### src/rtl/calc_mailbox_responder_if.sv
//----------------------------------------------------------------------
// calc_mailbox_responder_if -- front-end <-> responder bus | rev 1.0
//----------------------------------------------------------------------
`default_nettype none

interface calc_mailbox_responder_if;
  logic        mem_en;
  logic [31:0] addr;
  logic [31:0] wdata;
  logic        cpu_en;
  logic [31:0] result;
  logic [31:0] status;
  logic        busy;
  logic        err;

  modport master (
    output mem_en, addr, wdata, cpu_en,
    input  result, status, busy, err
  );

  modport slave (
    input  mem_en, addr, wdata, cpu_en,
    output result, status, busy, err
  );
endinterface

`default_nettype wire

### src/rtl/calc_mailbox_responder.sv
//----------------------------------------------------------------------
// calc_mailbox_responder -- mailbox-fed add/sub/mul/div responder | rev 1.0
//----------------------------------------------------------------------
`default_nettype none

module calc_mailbox_responder #(
  parameter int          OPW          = 16,
  parameter logic [31:0] MAILBOX_ADDR = 32'd1,
  parameter logic [31:0] CLEAR_ADDR   = 32'd100
) (
  input  wire logic               clk,
  input  wire logic               nrst,
  calc_mailbox_responder_if.slave bus
);

  localparam int CW = $clog2(OPW + 1);

  localparam logic [1:0] C_IDLE = 2'd0;
  localparam logic [1:0] C_CALC = 2'd1;
  localparam logic [1:0] C_DONE = 2'd2;

  localparam logic [3:0] C_OP_ADD = 4'b1000;
  localparam logic [3:0] C_OP_SUB = 4'b0100;
  localparam logic [3:0] C_OP_MUL = 4'b0010;
  localparam logic [3:0] C_OP_DIV = 4'b0001;

  logic [1:0]       r_state;
  logic [1:0]       w_state_nxt;
  logic             r_mem_en_q;
  logic             r_cpu_en_q;
  logic             w_wr_ev;
  logic             w_start_ev;
  logic             w_wr_mbox;
  logic             w_wr_clr;
  logic [1:0]       r_ptr;
  logic [OPW-1:0]   r_op1;
  logic [OPW-1:0]   r_op2;
  logic [3:0]       r_opc;
  logic [CW-1:0]    r_cnt;
  logic             w_last;
  logic [2*OPW-1:0] r_mcand;
  logic [2*OPW-1:0] r_prod;
  logic [2*OPW-1:0] w_prod_nxt;
  logic [OPW-1:0]   r_mplier;
  logic [OPW-1:0]   r_rem;
  logic [OPW-1:0]   r_quot;
  logic [OPW:0]     w_rem_sh;
  logic [OPW:0]     w_rem_diff;
  logic             w_q_bit;
  logic [OPW:0]     w_sum;
  logic [OPW-1:0]   w_diff;
  logic             w_quick;
  logic             w_quick_err;
  logic [31:0]      w_quick_res;
  logic [31:0]      r_result;
  logic             r_err;
  logic             w_unused_wdata;

  assign w_wr_ev        = bus.mem_en & ~r_mem_en_q;
  assign w_start_ev     = bus.cpu_en & ~r_cpu_en_q;
  assign w_wr_mbox      = w_wr_ev && (bus.addr == MAILBOX_ADDR);
  assign w_wr_clr       = w_wr_ev && (bus.addr == CLEAR_ADDR);
  assign w_unused_wdata = ^bus.wdata[31:OPW];

  assign w_last     = (r_cnt == CW'(OPW - 1));
  assign w_prod_nxt = r_prod + (r_mplier[0] ? r_mcand : '0);
  assign w_rem_sh   = {r_rem, r_quot[OPW-1]};
  assign w_rem_diff = w_rem_sh - {1'b0, r_op2};
  assign w_q_bit    = ~w_rem_diff[OPW];
  assign w_sum      = {1'b0, r_op1} + {1'b0, r_op2};
  assign w_diff     = r_op1 - r_op2;

  // Single-cycle outcomes; mul and div by a non-zero divisor iterate instead.
  always_comb begin
    w_quick     = 1'b1;
    w_quick_err = 1'b0;
    w_quick_res = '0;
    case (r_opc)
      C_OP_ADD: w_quick_res = 32'(w_sum);
      C_OP_SUB: begin
        if (r_op1 >= r_op2) w_quick_res = 32'(w_diff);
        else                w_quick_err = 1'b1;
      end
      C_OP_MUL: w_quick = 1'b0;
      C_OP_DIV: begin
        if (r_op2 == '0) w_quick_err = 1'b1;
        else             w_quick     = 1'b0;
      end
      default:  w_quick_err = 1'b1;
    endcase
  end

  always_ff @(posedge clk or negedge nrst) begin
    if (!nrst) r_state <= C_IDLE;
    else       r_state <= w_state_nxt;
  end

  always_comb begin
    w_state_nxt = r_state;
    case (r_state)
      C_IDLE:  if (w_start_ev && (r_ptr == 2'd3)) w_state_nxt = C_CALC;
      C_CALC:  if (w_quick || w_last) w_state_nxt = C_DONE;
      C_DONE:  if (w_wr_clr || w_wr_mbox) w_state_nxt = C_IDLE;
      default: w_state_nxt = C_IDLE;
    endcase
  end

  always_comb begin
    bus.busy   = (r_state == C_CALC);
    bus.status = (r_state == C_DONE) ? 32'hFFFF_FFFF : 32'h0;
    bus.result = r_result;
    bus.err    = r_err;
  end

  always_ff @(posedge clk or negedge nrst) begin
    if (!nrst) begin
      r_mem_en_q <= 1'b0;
      r_cpu_en_q <= 1'b0;
      r_ptr      <= '0;
      r_op1      <= '0;
      r_op2      <= '0;
      r_opc      <= '0;
      r_cnt      <= '0;
      r_mcand    <= '0;
      r_prod     <= '0;
      r_mplier   <= '0;
      r_rem      <= '0;
      r_quot     <= '0;
      r_result   <= '0;
      r_err      <= 1'b0;
    end else begin
      r_mem_en_q <= bus.mem_en;
      r_cpu_en_q <= bus.cpu_en;
      case (r_state)
        C_IDLE: begin
          if (w_wr_mbox && (r_ptr != 2'd3)) begin
            case (r_ptr)
              2'd0:    r_op1 <= bus.wdata[OPW-1:0];
              2'd1:    r_opc <= bus.wdata[3:0];
              default: r_op2 <= bus.wdata[OPW-1:0];
            endcase
            r_ptr <= r_ptr + 2'd1;
          end else if (w_wr_clr) begin
            r_ptr <= '0;
            r_op1 <= '0;
            r_opc <= '0;
            r_op2 <= '0;
            r_err <= 1'b0;
          end
          // The start sees the pointer value from before any same-cycle write.
          if (w_start_ev) begin
            if (r_ptr == 2'd3) begin
              r_cnt    <= '0;
              r_prod   <= '0;
              r_mcand  <= {{OPW{1'b0}}, r_op1};
              r_mplier <= r_op2;
              r_rem    <= '0;
              r_quot   <= r_op1;
            end else begin
              r_err <= 1'b1;
            end
          end
        end
        C_CALC: begin
          if (w_quick) begin
            r_result <= w_quick_res;
            r_err    <= r_err | w_quick_err;
          end else begin
            r_cnt <= r_cnt + CW'(1);
            if (r_opc == C_OP_MUL) begin
              r_prod   <= w_prod_nxt;
              r_mcand  <= r_mcand << 1;
              r_mplier <= r_mplier >> 1;
              if (w_last) r_result <= 32'(w_prod_nxt);
            end else begin
              r_rem  <= w_q_bit ? w_rem_diff[OPW-1:0] : w_rem_sh[OPW-1:0];
              r_quot <= {r_quot[OPW-2:0], w_q_bit};
              if (w_last) r_result <= 32'({r_quot[OPW-2:0], w_q_bit});
            end
          end
        end
        C_DONE: begin
          if (w_wr_clr) begin
            r_ptr    <= '0;
            r_op1    <= '0;
            r_opc    <= '0;
            r_op2    <= '0;
            r_err    <= 1'b0;
            r_result <= '0;
          end else if (w_wr_mbox) begin
            r_op1    <= bus.wdata[OPW-1:0];
            r_ptr    <= 2'd1;
            r_err    <= 1'b0;
            r_result <= '0;
          end
        end
        default: ;
      endcase
    end
  end

endmodule

`default_nettype wire

### src/flat_wrapper.sv
// flat-port wrapper written by rule: the top's interface ports become plain ports
module calc_mailbox_responder_flat 
#(
  parameter int          OPW          = 16,
  parameter logic [31:0] MAILBOX_ADDR = 32'd1,
  parameter logic [31:0] CLEAR_ADDR   = 32'd100
)
  (clk, nrst, bus_mem_en, bus_addr, bus_wdata, bus_cpu_en, bus_result, bus_status, bus_busy, bus_err);
  calc_mailbox_responder_if bus_i ();
  input  wire logic clk;
  input  wire logic nrst;
  input wire logic [$bits(bus_i.mem_en)-1:0] bus_mem_en;
  input wire logic [$bits(bus_i.addr)-1:0] bus_addr;
  input wire logic [$bits(bus_i.wdata)-1:0] bus_wdata;
  input wire logic [$bits(bus_i.cpu_en)-1:0] bus_cpu_en;
  output wire logic [$bits(bus_i.result)-1:0] bus_result;
  output wire logic [$bits(bus_i.status)-1:0] bus_status;
  output wire logic [$bits(bus_i.busy)-1:0] bus_busy;
  output wire logic [$bits(bus_i.err)-1:0] bus_err;
  assign bus_i.mem_en = bus_mem_en;
  assign bus_i.addr = bus_addr;
  assign bus_i.wdata = bus_wdata;
  assign bus_i.cpu_en = bus_cpu_en;
  assign bus_result = bus_i.result;
  assign bus_status = bus_i.status;
  assign bus_busy = bus_i.busy;
  assign bus_err = bus_i.err;
  calc_mailbox_responder #(.OPW(OPW), .MAILBOX_ADDR(MAILBOX_ADDR), .CLEAR_ADDR(CLEAR_ADDR)) u_core (.clk(clk), .nrst(nrst), .bus(bus_i));
endmodule
### config.mk
export PLATFORM = sky130hd
export DESIGN_NAME = calc_mailbox_responder_flat
export DESIGN_NICKNAME = d
export VERILOG_FILES = /design/src/rtl/calc_mailbox_responder_if.sv /design/src/rtl/calc_mailbox_responder.sv /design/src/flat_wrapper.sv
export SDC_FILE = /design/constraint.sdc
export NUM_CORES = 1
export LEC_CHECK = 0
export ABC_CLOCK_PERIOD_IN_PS = 3200
export CAP_MARGIN = 20
export CORE_UTILIZATION = 31
export DETAILED_ROUTE_END_ITERATION = 16
export MAX_ROUTING_LAYER = met4
export PLACE_DENSITY = 0.59
export RECOVER_POWER = 50
export SLEW_MARGIN = 15
export SYNTH_ARGS = -nofsm -noshare
export SYNTH_HDL_FRONTEND = slang
export SYNTH_SLANG_ARGS = --single-unit
### constraint.sdc
create_clock -name clk -period 3.2 [get_ports clk]
set_clock_uncertainty 0.1 [all_clocks]
set_input_delay 0.64 -clock clk [delete_from_list [all_inputs] [get_ports clk]]
set_output_delay 0.64 -clock clk [all_outputs]
set_load 0.02 [all_outputs]
After elaboration in Yosys (flattened, before gate mapping)
Index checks and enable logic that the tools add are counted.
{"block": "classes", "addsub": 6, "order_cmp": 1, "eq_ne": 27, "n_mux": 76, "bitwise_logic": 6, "reduce_logical": 25}
{"op": "$mux 32", "n": 16}
{"op": "$mux 16", "n": 22}
{"op": "$pmux 32 s2", "n": 4}
{"op": "$pmux 16 s2", "n": 5}
{"op": "$add 32x32->32", "n": 1}
{"op": "$eq 32x1->1 const B", "n": 1}
{"op": "$eq 32x7->1 const B", "n": 1}
{"op": "$add 16x16->17", "n": 1}
{"op": "$sub 17x16->17", "n": 1}
{"op": "$ge 16x16->1", "n": 1}
{"op": "$logic_not 16->1", "n": 1}
{"op": "$sub 16x16->16", "n": 1}
{"op": "$mux 5", "n": 3}
{"op": "$mux 2", "n": 7}
{"op": "$ne 2x1->1 const B", "n": 7}
{"op": "$mux 4", "n": 3}
{"op": "$reduce_and 3->1", "n": 4}
{"op": "$pmux 5 s2", "n": 1}
{"op": "$reduce_and 5->1", "n": 2}
{"op": "$mux 1", "n": 9}
{"op": "$ne 3x1->1 const B", "n": 3}
{"op": "$ne 3x3->1 const B", "n": 3}
{"op": "$pmux 4 s2", "n": 1}
{"op": "$reduce_and 4->1", "n": 2}
{"op": "24 further kinds", "n": 41}
{"block": "word_totals", "reg_bits": 192, "output_inout_bits": 66, "wordCells": 156}

Longest topological paths before layout
Gate-level depths: netlist of run 1.
{"block": "depth", "depth_word": 8, "mapped_depth": 12, "ltp_nobuf": 12}

Worst setup path after synthesis of run 1
Ideal clock, no wire load.
{"block": "synth_path", "path_kind": "register to register", "start": "register u_core.r_state[0]", "end": "register u_core.r_op1[0]", "setup_time_ns": 0.066, "arrival_ns": 2.939, "setup_slack_ns": 0.095, "stages_incl_launch_ff": 10, "n_path_buf": 2, "period_less_slack_ns": 3.105, "path_cell_list": "dfrtp_1 inv_1 ha_1 clkbuf_1 o21ai_0 nor2_1 o21ai_1 a21oi_1 clkbuf_1 a22o_1"}
{"block": "synth_between", "elab_chain_cells": 3, "elab_cells_between_ends": 8, "classes_between": "4 x eq/ne; 1 x mux; 3 x reduce/logical"}
{"element": "start: declaration", "line_no": "calc_mailbox_responder.sv:27", "text": "logic [1:0] r_state;"}
{"element": "start signal: assignment", "line_no": "calc_mailbox_responder.sv:95", "text": "else r_state <= w_state_nxt;"}
{"element": "$eq 2x2->1 or $logic_not 2->1 (tied branches)", "line_no": "calc_mailbox_responder.sv:134", "text": "case (r_state)"}
{"element": "$ne 3x1->1 (no source line), or another cell as far along"}
{"element": "$reduce_and 4->1 (no source line)"}
{"element": "end signal: assignment", "line_no": "calc_mailbox_responder.sv:138", "text": "2'd0: r_op1 <= bus.wdata[OPW-1:0];"}
{"element": "end signal: assignment", "line_no": "calc_mailbox_responder.sv:191", "text": "r_op1 <= bus.wdata[OPW-1:0];"}
{"element": "end: declaration", "line_no": "calc_mailbox_responder.sv:36", "text": "logic [OPW-1:0] r_op1;"}
Several ways; a longest one is shown, not always the timed one.
A chain may end at the register's enable or synchronous reset.

Worst setup path in the final report of run 1
{"block": "layout_path", "start": "register u_core.r_quot[15]", "end": "register u_core.r_rem[15]"}
{"block": "layout_between", "elab_chain_cells": 5}
{"element": "start: declaration", "line_no": "calc_mailbox_responder.sv:46", "text": "logic [OPW-1:0] r_quot;"}
{"element": "start signal: assignment", "line_no": "calc_mailbox_responder.sv:158", "text": "r_quot <= r_op1;"}
{"element": "start signal: assignment", "line_no": "calc_mailbox_responder.sv:177", "text": "r_quot <= {r_quot[OPW-2:0], w_q_bit};"}
{"element": "$sub 17x16->17", "line_no": "calc_mailbox_responder.sv:68", "text": "assign w_rem_diff = w_rem_sh - {1'b0, r_op2};"}
{"element": "$mux 16", "line_no": "calc_mailbox_responder.sv:176", "text": "r_rem <= w_q_bit ? w_rem_diff[OPW-1:0] : w_rem_sh[OPW-1:0];"}
{"element": "$mux 16", "line_no": "calc_mailbox_responder.sv:170", "text": "if (r_opc == C_OP_MUL) begin"}
{"element": "$mux 16", "line_no": "calc_mailbox_responder.sv:165", "text": "if (w_quick) begin"}
{"element": "$pmux 16 s2", "line_no": "calc_mailbox_responder.sv:134"}
{"element": "end signal: assignment", "line_no": "calc_mailbox_responder.sv:176"}
{"element": "end: declaration", "line_no": "calc_mailbox_responder.sv:45", "text": "logic [OPW-1:0] r_rem;"}
No other way between the ends. The select of a mux whose other input is x is not followed.

==> results of run 1 <==
how the worst max path moves through the flow:
| stage | depth (start not counted) | start | to |
|---|---|---|---|
| after floorplan | 9 | u_core.r_state[0] | u_core.r_op1[0] |
| after global placement | 9 | bus_addr[0] | u_core.bus.result[16] |
| after detailed placement | 13 | u_core.r_mplier[0] | u_core.bus.result[22] |
| after CTS | 14 | u_core.r_mplier[0] | u_core.r_prod[26] |
| after global routing | 11 | u_core.r_mplier[0] | u_core.r_prod[30] |
| final | 13 | u_core.r_quot[15] | u_core.r_rem[15] |
final cells by class:
| cell class | count | area [sq um] |
|---|---|---|
| fill | 4005 | 24500 |
| multi-input combinational | 1032 | 7600 |
| sequential | 192 | 4810 |
| timing repair buffer | 263 | 2430 |
| tap | 532 | 666 |
| clock buffer | 19 | 453 |
| inverter | 52 | 195 |
| clock inverter | 13 | 150 |
cell usage after synthesis, types with 8 or more instances:
cell and number:
o21bai_1 13, nand3_1 27, xor2_1 8, a221o_1 21
inv_1 52, a21oi_1 125, nor4_1 15, mux2i_1 16
o21ai_1 12, a211oi_1 10, ha_1 88, nand4_1 16
nand2b_1 19, a21o_1 17, or3_1 9, o211ai_1 16
nand2_1 83, dfrtp_1 192, o22ai_1 61, o21ai_0 88
clkbuf_1 65, nor2b_1 22, a31oi_1 8, o221ai_1 17
a22o_1 88, and3_1 11, and2_1 35, nor2_1 49
buf_4 33, nor3_1 18, xnor2_1 30
registers in the layout, summed over array words and instances (netlist names):
register,cells
u_core.r_ptr,2
u_core.bus.err,1
u_core.r_prod,32
u_core.r_op1,16
u_core.r_state,2
u_core.r_op2,16
u_core.r_quot,16
u_core.bus.result,32
u_core.r_cnt,5
u_core.r_cpu_en_q,1
u_core.r_mcand,32
u_core.r_mplier,16
u_core.r_rem,16
u_core.r_mem_en_q,1
u_core.r_opc,4
critical path, cell delays in order (launching register included):
cell	delay, ns
dfrtp_1	0.40
inv_2	0.08
ha_4	0.15
fa_2	0.24
nor2b_4	0.06
o31ai_4	0.28
a21oi_2	0.12
a311o_1	0.38
o31ai_4	0.29
o21ai_4	0.08
buf_12	0.15
mux2i_4	0.23
clkbuf_16	0.19
a221o_1	0.31
power groups by stage:
stage	logic, W	registers (W)	clock network, W
final	0.00215	0.00283	0.00225
after CTS	0.00216	0.00282	0.00231
after detailed placement	0.00216	0.00287	0
after floorplan	0.00143	0.00283	0
after global placement	0.00212	0.00286	0
after global routing	0.00232	0.00286	0.00240
timing repair:
action,CTS,global route
pin swaps,4,45
buffers inserted,3,11
setup endpoints to repair,45,62
hold endpoints to repair,0,0
resized for setup,12,71
cloned,0,2
layer usage:
| metal | wire length, microns | GRT usage | up-vias |
|---|---|---|---|
| met5 | 0 | - | - |
| met4 | 857 | 0.0606 | 0 |
| met3 | 1450 | 0.0280 | 47 |
| met2 | 19400 | 0.313 | 266 |
| met1 | 18300 | 0.254 | 5749 |
| li1 | - | - | 5579 |
stage by stage:
step | instance area (sq um) | cells | hold WS (ns) | setup slack [ns] | utilization
CTS | 15900 | 2092 | 0.171 | -0.0290 | 0.390
global route | 16300 | 2103 | 0.409 | -0.0723 | 0.399
floorplan | 12800 | 1383 | 0.244 | 0.0951 | -
finish | 16300 | 2103 | 0.380 | 0.0184 | 0.399
detailed placement | 15200 | 2057 | 0.371 | -0.126 | 0.373
global placement | 15200 | 2057 | 0.363 | -0.0931 | 0.373
kinds of logic (layout without fill, tap and decap cells):
family                   count (synthesis)  count (layout)  share of synthesized area
flip-flops                             192             192                      0.375
XOR/XNOR                                38              38                     0.0260
buffers and inverters                  159             347                     0.0569
AO/OA/AOI/OAI                          541             541                      0.290
AND/OR/NAND/NOR                        341             341                      0.143
multiplexers                            20              20                     0.0171
adder cells (fa/ha/maj)                 92              92                     0.0922
==> impl_metrics.yaml, run 1 <==
sta:
  worstMarginPinSlew_ns: 2.38
  finalMaxSlewViolations: 83
  rsz0062_at_grt: "true"
  fin_setup_tns_ns: 0
  fmax_mhz: 314
  post-route-min-period_ns: 3.18
  setup_viol: 0
  hold_violations: 0
  finalCritPeriodShare: 0.994
  max_slew_margin: -0.584
clock_network:
  cts_tree: "built"
  cts_max_level: 4
  clockBufferDepth: 2
  clk_latency_ns: 0.47
  ctsHoldBuffers: 0
  clkTransAtPathRegs_ns: 0.08
  ctsRootBufferMaster: "clkbuf_16"
  clkSinkCount: 192
  numCtsBuffers: 17
placement:
  io_buffers: 117
  place_congestion: 0.892
  hpwl_microns: 29600
floorplan:
  die_area_sq_um: 42100
  initial_utilization: 0.314
  coreArea_sq_um: 40800
  die_x_microns: 205
  fp-row-count: 74
  ioPinCount: 134
  die_h_microns: 205
synthesis:
  synth_edf_count: 0
  syn_area_sq_um: 12800
  syn_avg_cell_area_sq_um: 9.26
  syn_nets: 1543
  yosysTopAreaCellShare: 0.375
  synth_cells: 1383
  ys_ff_latch: 192
  ys_async_sr_fraction: 1.00
  seq_area_frac_synth: 0.375
  ys_top_cells_by_area: "dfrtp_1 (38%), ha_1 (8.6%), a22o_1 (6.0%)"
  synth_top_area_cell: "dfrtp_1"
  ys.flop_type: "dfrtp_1"
  synth_cell_type_count: 81
  ys_warn_count: 0
drt:
  vias_per_cell: 5.54
  drt-total-wl_microns: 39900
  wire_per_inst_microns: 19.0
  postRouteAntennaNets: 0
  drc_errors: 0
  firstDrtPassIters: 5
  drt_iter0_drc: 776
  num_vias: 11600
pwr:
  pwr-share-clk: 0.312
  power_frac_comb: 0.297
  p_sw_frac: 0.346
  power_density_nw_per_um2: 443
  pwr-share-seq: 0.392
  p_leak_nw: 7.33
  p_int_w: 0.00473
  total_power_w: 0.00723
  ir_worst_vdd_uv: 358
  p_switching_w: 0.00250
layout:
  nNetsFinal: 1718
  drive_gt1_frac: 0.163
  layout_commonest_cell: "dfrtp_1"
  antenna_cells: 0
  syn_to_final_growth_pct: 27.3
  most-common-layout-cells: "dfrtp_1 (191), buf_4 (126), a21oi_1 (114), clkdlybuf4s50_1 (96), a22o_1 (88)"
worst_hold_path:
  min_from: "u_core.bus.result[1]"
  hold_end: "u_core.bus.result[1]"
  hp-class: "flop to flop"
  whs_path_depth: 2
setup_path:
  path_class: "flop to flop"
  crit_fanout: 8
  reg2reg_depth: 13
  r2r-start: "u_core.r_quot[15]"
  r2r_slack_ns: 0.02
  reg2reg_to: "u_core.r_rem[15]"
  critPathCaptureType: "flop"
  crit_required_ns: 3.45
  arrival_ns: 3.43
  cp-start-kind: "flop"
status:
  status: "finished with violations"
  violations: "capacitance limit, slew limit"
global_route:
  overflow: 0
  grt_pass1_vias: 11300
  grt_max_degree: 85
  grt_pass1_wl_microns: 63000
  grt_usage: 0.195
  antenna_found_initial: 0
job:
  drv_cap: 1
Note: power is estimated with default switching activity, not from simulation.
==> run 2: changes to the inputs <==
Settings changed: GPL_TIMING_DRIVEN from default to 0, MAX_ROUTING_LAYER met4 to default.
==> run 2 against run 1 <==
  * Die area stayed put
  * Critical path depth is 2 lower
  * Final cell count is 0.48% lower
  * Clock power is 2% higher
  * The flow now finishes without violations
  * Combinational power is 8% higher
  * Fmax is 1.0% higher
  * Global-route usage is 0.49 points higher
==> impl_metrics.yaml, run 2 (synthesis gave the netlist of run 1 again) <==
status:
  status: "completed"
global_route:
  grt_usage: 0.200
  overflow: 0
  grt_pass1_vias: 11400
  grt_pass1_wl_microns: 65400
  antenna_found_initial: 1
  grt_max_degree: 88
clock_network:
  ctsRootBufferMaster: "clkbuf_16"
  clkSinkCount: 192
  cts_tree: "built"
  cts_max_level: 4
  clockBufferDepth: 2
  clkTransAtPathRegs_ns: 0.08
  numCtsBuffers: 17
  clk_latency_ns: 0.46
layout:
  layout_commonest_cell: "dfrtp_1"
  most-common-layout-cells: "dfrtp_1 (181), a21oi_1 (108), clkdlybuf4s50_1 (91), a22o_1 (88), nand2_1 (83)"
  drive_gt1_frac: 0.151
  nNetsFinal: 1710
  n_fill_cell: 4026
  antenna_cells: 0
  postLayoutCoreUtil: 0.397
  final_cells: 2093
  syn_to_final_growth_pct: 26.5
  final_area_sq_um: 16200
placement:
  io_buffers: 117
  dpl_cell_area_sq_um: 14700
  post-place-cells: 2034
  place_congestion: 0.891
  hpwl_microns: 31700
sta:
  worstMarginPinSlew_ns: 1.26
  rsz0062_at_grt: "true"
  fin_setup_tns_ns: 0
  hold_violations: 0
  post-route-min-period_ns: 3.15
  whs_ns: 0.381
  setup_viol: 0
  fmax_mhz: 317
  finalCritPeriodShare: 0.984
  max_slew_margin: 0.161
  finalMaxSlewViolations: 0
drt:
  num_vias: 11800
  firstDrtPassIters: 6
  drt_iter0_drc: 738
  drc_errors: 0
  wire_per_inst_microns: 20.1
  vias_per_cell: 5.62
  drt-total-wl_microns: 42000
  postRouteAntennaNets: 0
job:
  drv_cap: 0
floorplan:
  initial_utilization: 0.314
  die_h_microns: 205
  die_area_sq_um: 42100
  coreArea_sq_um: 40800
  die_x_microns: 205
  ioPinCount: 134
  fp-row-count: 74
setup_path:
  critPathCaptureType: "flop"
  path_class: "flop to flop"
  arrival_ns: 3.45
  r2r-start: "u_core.r_op2[0]"
  crit_fanout: 6
  cp-start-kind: "flop"
  crit_required_ns: 3.50
  crit_start: "u_core.r_op2[0]"
pwr:
  power_density_nw_per_um2: 462
  p_leak_nw: 7.11
  ir_worst_vdd_uv: 329
worst_hold_path:
  hp-class: "flop to flop"
  min_from: "u_core.bus.result[21]"
==> run 2: cell count changes in the layout (fill, tap and decap cells not counted), sizes merged, moves of 2 or more <==
cell | previous run | this run
clkbuf | 23 | 76
bufinv | 2 | 4
clkdlybuf4s50 | 96 | 91
clkinvlp | 0 | 3
clkinv | 6 | 2
dlygate4sd3 | 20 | 26
buf | 142 | 80
inv | 57 | 55
==> run 2: what timing repair did <==
item	4_1_cts	5_1_grt
resized for setup	73	85
setup endpoints to repair	134	110
buffers inserted	19	15
pin swaps	16	23
cloned	0	2
endpoints found under the hold margin	43	0
hold buffers	1	0
==> run 2: where the power goes <==
part,internal (W),switching (W),leakage [nW],total (W)
registers,0.00263,0.000225,2.60,0.00285
logic,0.000964,0.00135,4.22,0.00232
clock network,0.00131,0.000998,0.289,0.00230
total,0.00490,0.00258,7.11,0.00748
==> run 2: cell type report <==
cell class | instances | area (sq um) | area share
Multi-Input combinational cell | 1032 | 7850 | 0.485
Clock buffer | 18 | 429 | 0.0265
Buffer | 99 | 544 | 0.0336
Sequential cell | 192 | 4820 | 0.297
Tap cell | 532 | 666 | 0.0411
Inverter | 52 | 195 | 0.0121
Clock inverter | 12 | 183 | 0.0113
Timing Repair Buffer | 156 | 1510 | 0.0932
==> run 2: critical path: stages (launching register included) <==
cell and delay, ns:
dfrtp_2 0.46, ha_2 0.24, fa_2 0.23, nor2b_2 0.07, o31ai_4 0.26, a21oi_2 0.10, a311o_1 0.33, o31ai_4 0.27
buf_4 0.17, or4b_2 0.59, o211ai_1 0.12, a221o_1 0.16
==> run 2: path summary, 6_finish.rpt <==
path | end | slack (ns) | cells after the start
hold reg to reg | u_core.bus.result[21] | 0.38 | 2
setup reg to reg | u_core.r_rem[14] | 0.05 | 11
min in group asynchronous | u_core.r_prod[11] | 0.89 | 2
setup / recovery | u_core.r_rem[14] | 0.05 | 11
hold / removal | u_core.bus.result[21] | 0.38 | 2
max in group asynchronous | u_core.r_op2[3] | 0.70 | 4
==> run 2: per-stage QoR <==
stage / setup WS, ns / total power (W)
floorplan: 0.0951 / 0.00426
global placement: -7.20 / 0.00515
detailed placement: -1.32 / 0.00519
CTS: 0.00382 / 0.00750
global route: -0.0552 / 0.00784
finish: 0.0499 / 0.00748
==> run 2: routing by layer <==
layer | wire [microns] | vias up | global-route usage
li1 | - | 5554 | -
met1 | 18400 | 5787 | 0.265
met2 | 20400 | 351 | 0.332
met3 | 2190 | 74 | 0.0380
met4 | 1040 | 2 | 0.0545
met5 | 13 | - | 0
==> run 3: changes to the inputs <==
Settings changed: CAP_MARGIN 20 to 10.
==> results of run 3 <==
Same layout as run 2: the final DEF is identical, and so are final timing and power.
